**src/rtl/wm8731_i2s_txrx.sv**
```systemverilog
// Purpose: I2S serializer that generates BCLK/LRC from clk, plus an oversampling I2S deserializer.
// Latency: tx data appears one BCLK after the slot start; rx word is ready ~3 clk after the last bit's BCLK rise.
// Backpressure: none; tx fetches a sample on every ren strobe, and rx words are strobed once with no hold.
module send_data_to_wm8731 #(
    parameter int SDSIZE    = 24,
    parameter int BCLK_DIV  = 4,
    parameter int SLOT_BITS = 32
) (
    input  logic              clk,
    input  logic              rst,
    input  logic [SDSIZE-1:0] tx_data,
    output logic              bclk,
    output logic              read_sync,
    output logic              ren,
    output logic              daclrc,
    output logic              dacdat,
    output logic              tx_data_valid
);
    localparam int DW = (BCLK_DIV > 1) ? $clog2(BCLK_DIV) : 1;
    localparam int KW = $clog2(SLOT_BITS);
    localparam logic [DW-1:0] DIV_LAST = DW'(BCLK_DIV - 1);
    localparam logic [DW-1:0] DIV_PRE  = DW'(BCLK_DIV - 2);
    localparam logic [KW-1:0] K_LAST   = KW'(SLOT_BITS - 1);
    localparam logic [KW-1:0] K_DATA   = KW'(SDSIZE);

    logic [DW-1:0]     div;
    logic [KW-1:0]     k;
    logic [KW-1:0]     k_nxt;
    logic [SDSIZE-1:0] shreg;
    logic              div_wrap;
    logic              fall;
    logic              k_last;
    logic              pre_slot;

    assign div_wrap = (div == DIV_LAST);
    assign fall     = div_wrap & bclk;
    assign k_last   = (k == K_LAST);
    assign k_nxt    = k_last ? '0 : k + KW'(1);
    // read_sync must fire on the clk just before the slot-start fall
    assign pre_slot = (BCLK_DIV == 1) ? (~bclk & k_last)
                                      : ((div == DIV_PRE) & bclk & k_last);

    always_ff @(posedge clk) begin
        if (!rst) begin
            div           <= '0;
            // k starts at its last value so the very first fall opens a left slot
            k             <= K_LAST;
            shreg         <= '0;
            bclk          <= 1'b0;
            daclrc        <= 1'b1;
            dacdat        <= 1'b0;
            ren           <= 1'b0;
            read_sync     <= 1'b0;
            tx_data_valid <= 1'b0;
        end else begin
            read_sync <= pre_slot;
            ren       <= 1'b0;
            if (div_wrap) begin
                div  <= '0;
                bclk <= ~bclk;
            end else begin
                div <= div + DW'(1);
            end
            if (fall) begin
                k <= k_nxt;
                if (k_last) begin
                    daclrc        <= ~daclrc;
                    shreg         <= tx_data;
                    dacdat        <= 1'b0;
                    tx_data_valid <= 1'b0;
                    ren           <= 1'b1;
                end else if (k_nxt <= K_DATA) begin
                    dacdat        <= shreg[SDSIZE-1];
                    shreg         <= {shreg[SDSIZE-2:0], 1'b0};
                    tx_data_valid <= 1'b1;
                end else begin
                    dacdat        <= 1'b0;
                    tx_data_valid <= 1'b0;
                end
            end
        end
    end
endmodule

// Purpose: deserializes an I2S stream (oversampled BCLK) into {channel, sample} words.
// Latency: 2 sync flops + edge detect, so the word lands ~3 clk after the final BCLK rise.
// Backpressure: none; rx_data_valid is a single-clk strobe and the word holds until the next one.
module receive_data_from_i2s #(
    parameter int SDSIZE = 24
) (
    input  logic              clk,
    input  logic              rst,
    input  logic              rx_bclk,
    input  logic              rx_lrc,
    input  logic              rx_dat,
    output logic [SDSIZE:0]   rx_data,
    output logic              rx_data_valid
);
    localparam int CW = $clog2(SDSIZE + 2);
    localparam logic [CW-1:0] C_LAST = CW'(SDSIZE - 1);
    localparam logic [CW-1:0] C_MAX  = CW'(SDSIZE);

    logic [2:0]        bclk_sy;
    logic [1:0]        lrc_sy;
    logic [1:0]        dat_sy;
    logic              rise;
    logic              lrc_s;
    logic              dat_s;
    logic              prev_lrc;
    logic              armed;
    logic [CW-1:0]     cnt;
    logic [SDSIZE-2:0] shreg;

    // bclk gets a third stage for edge detection; lrc/dat taps stay aligned with bclk_sy[1]
    assign rise  = bclk_sy[1] & ~bclk_sy[2];
    assign lrc_s = lrc_sy[1];
    assign dat_s = dat_sy[1];

    always_ff @(posedge clk) begin
        if (!rst) begin
            bclk_sy       <= '0;
            lrc_sy        <= '0;
            dat_sy        <= '0;
            prev_lrc      <= 1'b1;
            armed         <= 1'b0;
            cnt           <= '0;
            shreg         <= '0;
            rx_data       <= '0;
            rx_data_valid <= 1'b0;
        end else begin
            bclk_sy       <= {bclk_sy[1:0], rx_bclk};
            lrc_sy        <= {lrc_sy[0], rx_lrc};
            dat_sy        <= {dat_sy[0], rx_dat};
            rx_data_valid <= 1'b0;
            if (rise) begin
                if (lrc_s != prev_lrc) begin
                    // LRC change wins over any in-flight bit, including the last one
                    prev_lrc <= lrc_s;
                    armed    <= 1'b1;
                    cnt      <= '0;
                    shreg    <= '0;
                end else if (armed && (cnt <= C_MAX)) begin
                    cnt <= cnt + CW'(1);
                    if (cnt < C_MAX) begin
                        shreg <= {shreg[SDSIZE-3:0], dat_s};
                    end
                    if (cnt == C_LAST) begin
                        rx_data       <= {prev_lrc, shreg, dat_s};
                        rx_data_valid <= 1'b1;
                    end
                end
            end
        end
    end
endmodule

// Purpose: WM8731 I2S link top; transmitter and receiver share clk, loopback is wired outside.
// Latency: see submodules; no extra pipeline stages at this level.
// Backpressure: none; the sample source must present tx_data before each ren.
module wm8731_i2s_txrx #(
    parameter int SDSIZE    = 24,
    parameter int BCLK_DIV  = 4,
    parameter int SLOT_BITS = 32
) (
    input  logic              clk,
    input  logic              rst,
    input  logic [SDSIZE-1:0] tx_data,
    output logic              bclk,
    output logic              read_sync,
    output logic              ren,
    output logic              daclrc,
    output logic              dacdat,
    output logic              tx_data_valid,
    input  logic              rx_bclk,
    input  logic              rx_lrc,
    input  logic              rx_dat,
    output logic [SDSIZE:0]   rx_data,
    output logic              rx_data_valid
);
    send_data_to_wm8731 #(
        .SDSIZE   (SDSIZE),
        .BCLK_DIV (BCLK_DIV),
        .SLOT_BITS(SLOT_BITS)
    ) u_tx (
        .clk          (clk),
        .rst          (rst),
        .tx_data      (tx_data),
        .bclk         (bclk),
        .read_sync    (read_sync),
        .ren          (ren),
        .daclrc       (daclrc),
        .dacdat       (dacdat),
        .tx_data_valid(tx_data_valid)
    );

    receive_data_from_i2s #(
        .SDSIZE(SDSIZE)
    ) u_rx (
        .clk          (clk),
        .rst          (rst),
        .rx_bclk      (rx_bclk),
        .rx_lrc       (rx_lrc),
        .rx_dat       (rx_dat),
        .rx_data      (rx_data),
        .rx_data_valid(rx_data_valid)
    );
endmodule

```
**config.mk**
```make
export PLATFORM = sky130hd
export DESIGN_NAME = wm8731_i2s_txrx
export DESIGN_NICKNAME = d
export VERILOG_FILES = /design/src/rtl/wm8731_i2s_txrx.sv
export SDC_FILE = /design/constraint.sdc
export NUM_CORES = 1
export LEC_CHECK = 0
export CORE_AREA = 2 2 88 90
export DETAILED_ROUTE_END_ITERATION = 8
export DIE_AREA = 0 0 90 92
export GPL_ROUTABILITY_DRIVEN = 1
export PLACE_DENSITY = 0.81
export SYNTH_ARGS = -nofsm -noshare
export SYNTH_HDL_FRONTEND = slang
export SYNTH_HIERARCHICAL = 1
export SYNTH_SLANG_ARGS = --single-unit
```
**constraint.sdc**
```tcl
create_clock -name clk -period 3.5 [get_ports clk]
set_input_delay 0.7 -clock clk [delete_from_list [all_inputs] [get_ports clk]]
set_output_delay 0.7 -clock clk [all_outputs]
set_load 0.01 [all_outputs]
```
After elaboration in Yosys (flattened, before gate mapping)
Index checks and enable logic that the tools add are counted. Widths: inputs -> output; s select.

Magnitude comparators: 3. Multiplexer cells: 14. Reductions and logical operators: 13. Equality and inequality tests: 5. Bitwise operators: 11. Add/sub/neg operators: 3.

Operators by type and width (count): $mux 23 (3); $mux 24 (2); $mux 5 (3); $add 5x1->5 const B (2); $eq 5x5->1 const B (2); $le 5x5->1 const B (2); $reduce_and 2->1 (5); $not 1->1 (7); $mux 1 (6); $reduce_bool 2->1 (3); $lt 5x5->1 const B (1); $and 1x1->1 (4); $eq 2x2->1 const B (2); $reduce_and 4->1 (1); $reduce_or 4->1 (1); $reduce_and 3->1 (1); $add 2x1->2 const B (1); $reduce_or 2->1 (1); $logic_and 1x1->1 (1); $ne 1x1->1 (1).

Word-level logic and storage cells: 67. Register bits: 100. Input bits: 29. Output and inout port bits: 32.

Logic depth before layout (Yosys ltp)
Depth in word-level cells: 5. Depth in mapped cells: 9. Mapped depth without buffers: 7.

Modules after synthesis
Netlist, hierarchy kept.

By module, submodules not included: receive_data_from_i2s (cells an instance 232, area each 2203.4 um^2, instances 1); send_data_to_wm8731 (cells an instance 154, area each 1694.1 um^2, instances 1).

Worst setup path before layout
No wires, ideal clock.

Kind: reg-to-reg. Start: register u_tx.k[0]. End: register u_tx.shreg[11]. Stages on the path, launching flop included: 10. Period minus slack after synthesis: 2123 ps. Library setup time: 70 ps. Buffers on the path: 2. Path slack: 1377 ps. Required time: 3430 ps. Arrival time: 2053 ps. Cell sequence: dfxtp_1 -> ha_1 -> and3_2 -> ha_1 -> buf_4 -> o21ai_2 -> o311ai_4 -> o31ai_4 -> buf_6 -> o2bb2ai_1.

Cells in the longest elaborated chain, start to end: 5. Elaborated cells between the ends (all ways): 7. Classes of those cells: 1 x add/sub; 1 x order compare; 1 x eq/ne; 2 x mux; 2 x reduce/logical.

Ends and longest elaborated chain: from (decl) (line 27) `logic [KW-1:0] k;`; from (signal assigned) (line 65) `k <= k_nxt;`; $eq 5x5->1 (*) (line 37) `assign k_last = (k == K_LAST);`; named net u_tx.k_last (line 32) `logic k_last;`; $mux 5 (line 38) `assign k_nxt = k_last ? '0 : k + KW'(1);`; $le 5x5->1 (line 72) `end else if (k_nxt <= K_DATA) begin`; $reduce_bool 2->1 (no line); $reduce_and 2->1 (no line); to (signal assigned) (line 68) `shreg <= tx_data;`; to (signal assigned) (line 74) `shreg <= {shreg[SDSIZE-2:0], 1'b0};`; to (decl) (line 29) `logic [SDSIZE-1:0] shreg;`.

The timed path passes the listed nets; every way through them passes the cells marked *. A chain may end at the register's enable or synchronous reset.

Worst setup path after layout
Start: register u_tx.k[0]. End: register u_tx.shreg[2].

Same word-level chain as after synthesis.

==> metrics.csv <==
metric,value,unit
Max-Cap Viols,0,
Max Transition Viols Final,0,
commonest cells in the netlist,"dfxtp_1, nand2_1, nand3_1",
post-CTS setup buffers,0,
min-delay src,u_rx/bclk_sy[0],
all-layer global routing usage,19.4,%
Peak Freq,394,MHz
Startpoint Class,flip-flop,
CP Capture Type,flip-flop,
Area growth syn-to-layout,21.3,%
Rows,32,
synthesized area,3900,um^2
Final Hold Viols,0,
initial antenna violation count,0,
Static Leak,1.83,nW
CTS Buffer Depth,2,
CTS H-tree depth,3,
Final ANT Viol Nets,0,
core area,7450,um^2
Die X,90,um
first-pass GRT wire length,13300,um
Worst EP arrival,2.83,ns
register area share after synthesis,51.4,%
CTS tree,done,
Setup TNS,0,ns
IO buf count,60,
"Period Utilization, post-route",72.6,%
Design Power,1.99,mW
final net count,473,
CP max stage cell,dfxtp_1,
slew margin rel.,44.5,%
die footprint,8280,um^2
Psw,0.487,mW
hold crit path type,reg -> reg,
synth top area cells,"dfxtp_1, mux2i_1, o32ai_1",
Net Sw Frac,24.5,%
largest net degree at the start of global routing,38,
number of enable flip-flop cells after synthesis,0,
Max VDD drop,0.259,mV
cts hold-fix bufs,0,
Top Ports,61,
"CP delay by family, top",buffers and inverters,
Antenna diodes,0,
Initial Util,52.3,%
design area,4730,um^2
Yosys top cell by area,dfxtp_1,
most common cell in the synthesized netlist,dfxtp_1,
"Avg Cell Area, Syn",10.1,um^2
Synth Net Count,422,
clk root buf,clkbuf_8,
clock skew,0.00998,ns
Hold Path End,u_rx/bclk_sy[1],
Wirelength per Cell,14.3,um
gr ovfl total,0,
dpl hpwl,5200,um
PwrDens,421,nW/um^2
post-layout min period,2.54,ns
clock buffer count from CTS,9,
Syn. warnings,6,
max incr delay on CP,0.41,ns
Comb pwr share,6.3,%
Yosys top cell area share,51.4,%
Residual DRC,0,
worst reg2reg startpoint,u_tx/k[0],
count of final setup violators,0,
Cells after Synth,386,
RSZ-0062 raised after global routing,no,
Setup Crit Path Kind,reg -> reg,
DRT iter0 DRCs,164,
Fill cells,639,
Vias per Instance,5.57,
layout cells sized above 1,8.37,%
WP data required,3.79,ns
register area,2000,um^2
Skew-Pair Late Insertion Delay,0.36,ns
Placement Cell Area,4530,um^2
RePlAce Congestion,0.763,
setup slack on the worst flop-to-flop path,0.96,ns
clk sinks,100,
clock slew at reported path FFs,0.10,ns
DP Cell Count,528,
status,finished clean,
worst hold slack,0.441,ns
Pre-antenna DRT Iters,4,
power share of the clock group,35.6,%
multi-input logic area,1720,um^2
via count,3030,
Final Non-Filler Cells,544,
Critical Path Fanout Max,27,
drt total wl,7760,um
vias in the first global route,2875,
CP cell instances,"ha_1, and3_2, ha_1, buf_4, nor2b_1, mux2i_4, o211ai_2, buf_4, o2bb2ai_1",
Hold Path Stages,1,
Yosys cell types,46,
Worst-Margin Slew,0.830,ns
r2r endpoint,u_tx/shreg[2],
Sequential Power Share,58.1,%
Post-synth ARST share,0,%
PostCTS Resize Cnt,0,
CP bufs+invs,2,
die height,92,um
post-synthesis register bit count,100,
Main synth FF type,dfxtp_1,
Pint,1.50,mW
R2R depth,9,
==> power groups by stage <==
stage / Clock, mW / Sequential [mW] / Combinational, mW
after CTS: 0.720 / 1.16 / 0.126
after floorplan: 0 / 1.18 / 0.0770
after global routing: 0.770 / 1.16 / 0.138
after detailed placement: 0 / 1.18 / 0.126
final: 0.707 / 1.16 / 0.125
after global placement: 0 / 1.18 / 0.123
==> layer usage <==
layer | wire length (um) | track usage, % | up-vias
met5 | 0 | 0 | -
met4 | 61 | 6.41 | 0
met1 | 3720 | 25.4 | 1440
met2 | 3600 | 31.9 | 73
met3 | 373 | 4.52 | 8
li1 | - | - | 1509
==> per-stage QoR <==
step	utilization, %	setup slack (ns)
2_1_floorplan	-	1.38
3_3_place_gp	60.9	1.07
3_5_place_dp	60.9	0.970
4_1_cts	63.5	0.939
5_1_grt	63.5	0.708
6_report	63.5	0.961
==> how the worst max path moves through the flow <==
stage / slack [ns] / start / to / cells after the start
6_report: 0.96 / u_tx/k[0] / u_tx/shreg[2] / 9
5_1_grt: 0.71 / u_tx/k[0] / u_tx/shreg[14] / 9
4_1_cts: 0.94 / u_tx/k[0] / u_tx/shreg[11] / 9
3_5_place_dp: 0.97 / u_tx/k[0] / u_tx/shreg[11] / 9
3_3_place_gp: 1.07 / u_tx/k[0] / u_tx/shreg[15] / 9
2_1_floorplan: 1.38 / u_tx/k[0] / u_tx/shreg[11] / 9
==> cells by family after synthesis <==
| family | synth area share, % |
|---|---|
| and+or+nand+nor | 14.9 |
| DFF | 51.4 |
| AOI/OAI and AO/OA | 19.2 |
| buffers and inverters | 4.43 |
| muxes | 6.48 |
| adders and majority gates | 2.25 |
| xor gates and xnor gates | 1.35 |
==> sequential cells by signal, indices dropped and copies added (netlist names), 2 cells and up <==
| register | cells |
|---|---|
| u_rx/shreg | 23 |
| u_tx/div | 2 |
| u_rx/bclk_sy | 3 |
| u_tx/k | 5 |
| u_rx/cnt | 5 |
| u_rx/lrc_sy | 2 |
| u_rx/dat_sy | 2 |
| u_rx/rx_data | 25 |
| u_tx/shreg | 24 |
==> layout make-up <==
cell class	count	area share [%]
repair buffers	68	13.9
inverters	7	0.556
flip-flops and latches	100	42.4
clock inverters	6	1.14
well taps	102	2.70
multi-input cells	251	36.5
clock buffers	10	2.91
==> cells in the final DEF (no fill, tap or decap), drive strengths merged, types with 2 or more instances in the layout <==
master / n
nand3: 35
o311ai: 2
inv: 11
and2: 10
dfxtp: 100
nand2: 41
clkbuf: 10
clkdlybuf4s50: 59
nand2b: 3
o21ai: 32
a31oi: 2
nor2b: 3
buf: 9
and3: 4
xnor2: 2
nor2: 14
o32ai: 24
o31ai: 2
nand4: 4
a21oi: 5
o211ai: 3
nor3: 2
ha: 7
o2bb2ai: 22
mux2i: 24
(Power assumes the default switching activity.)
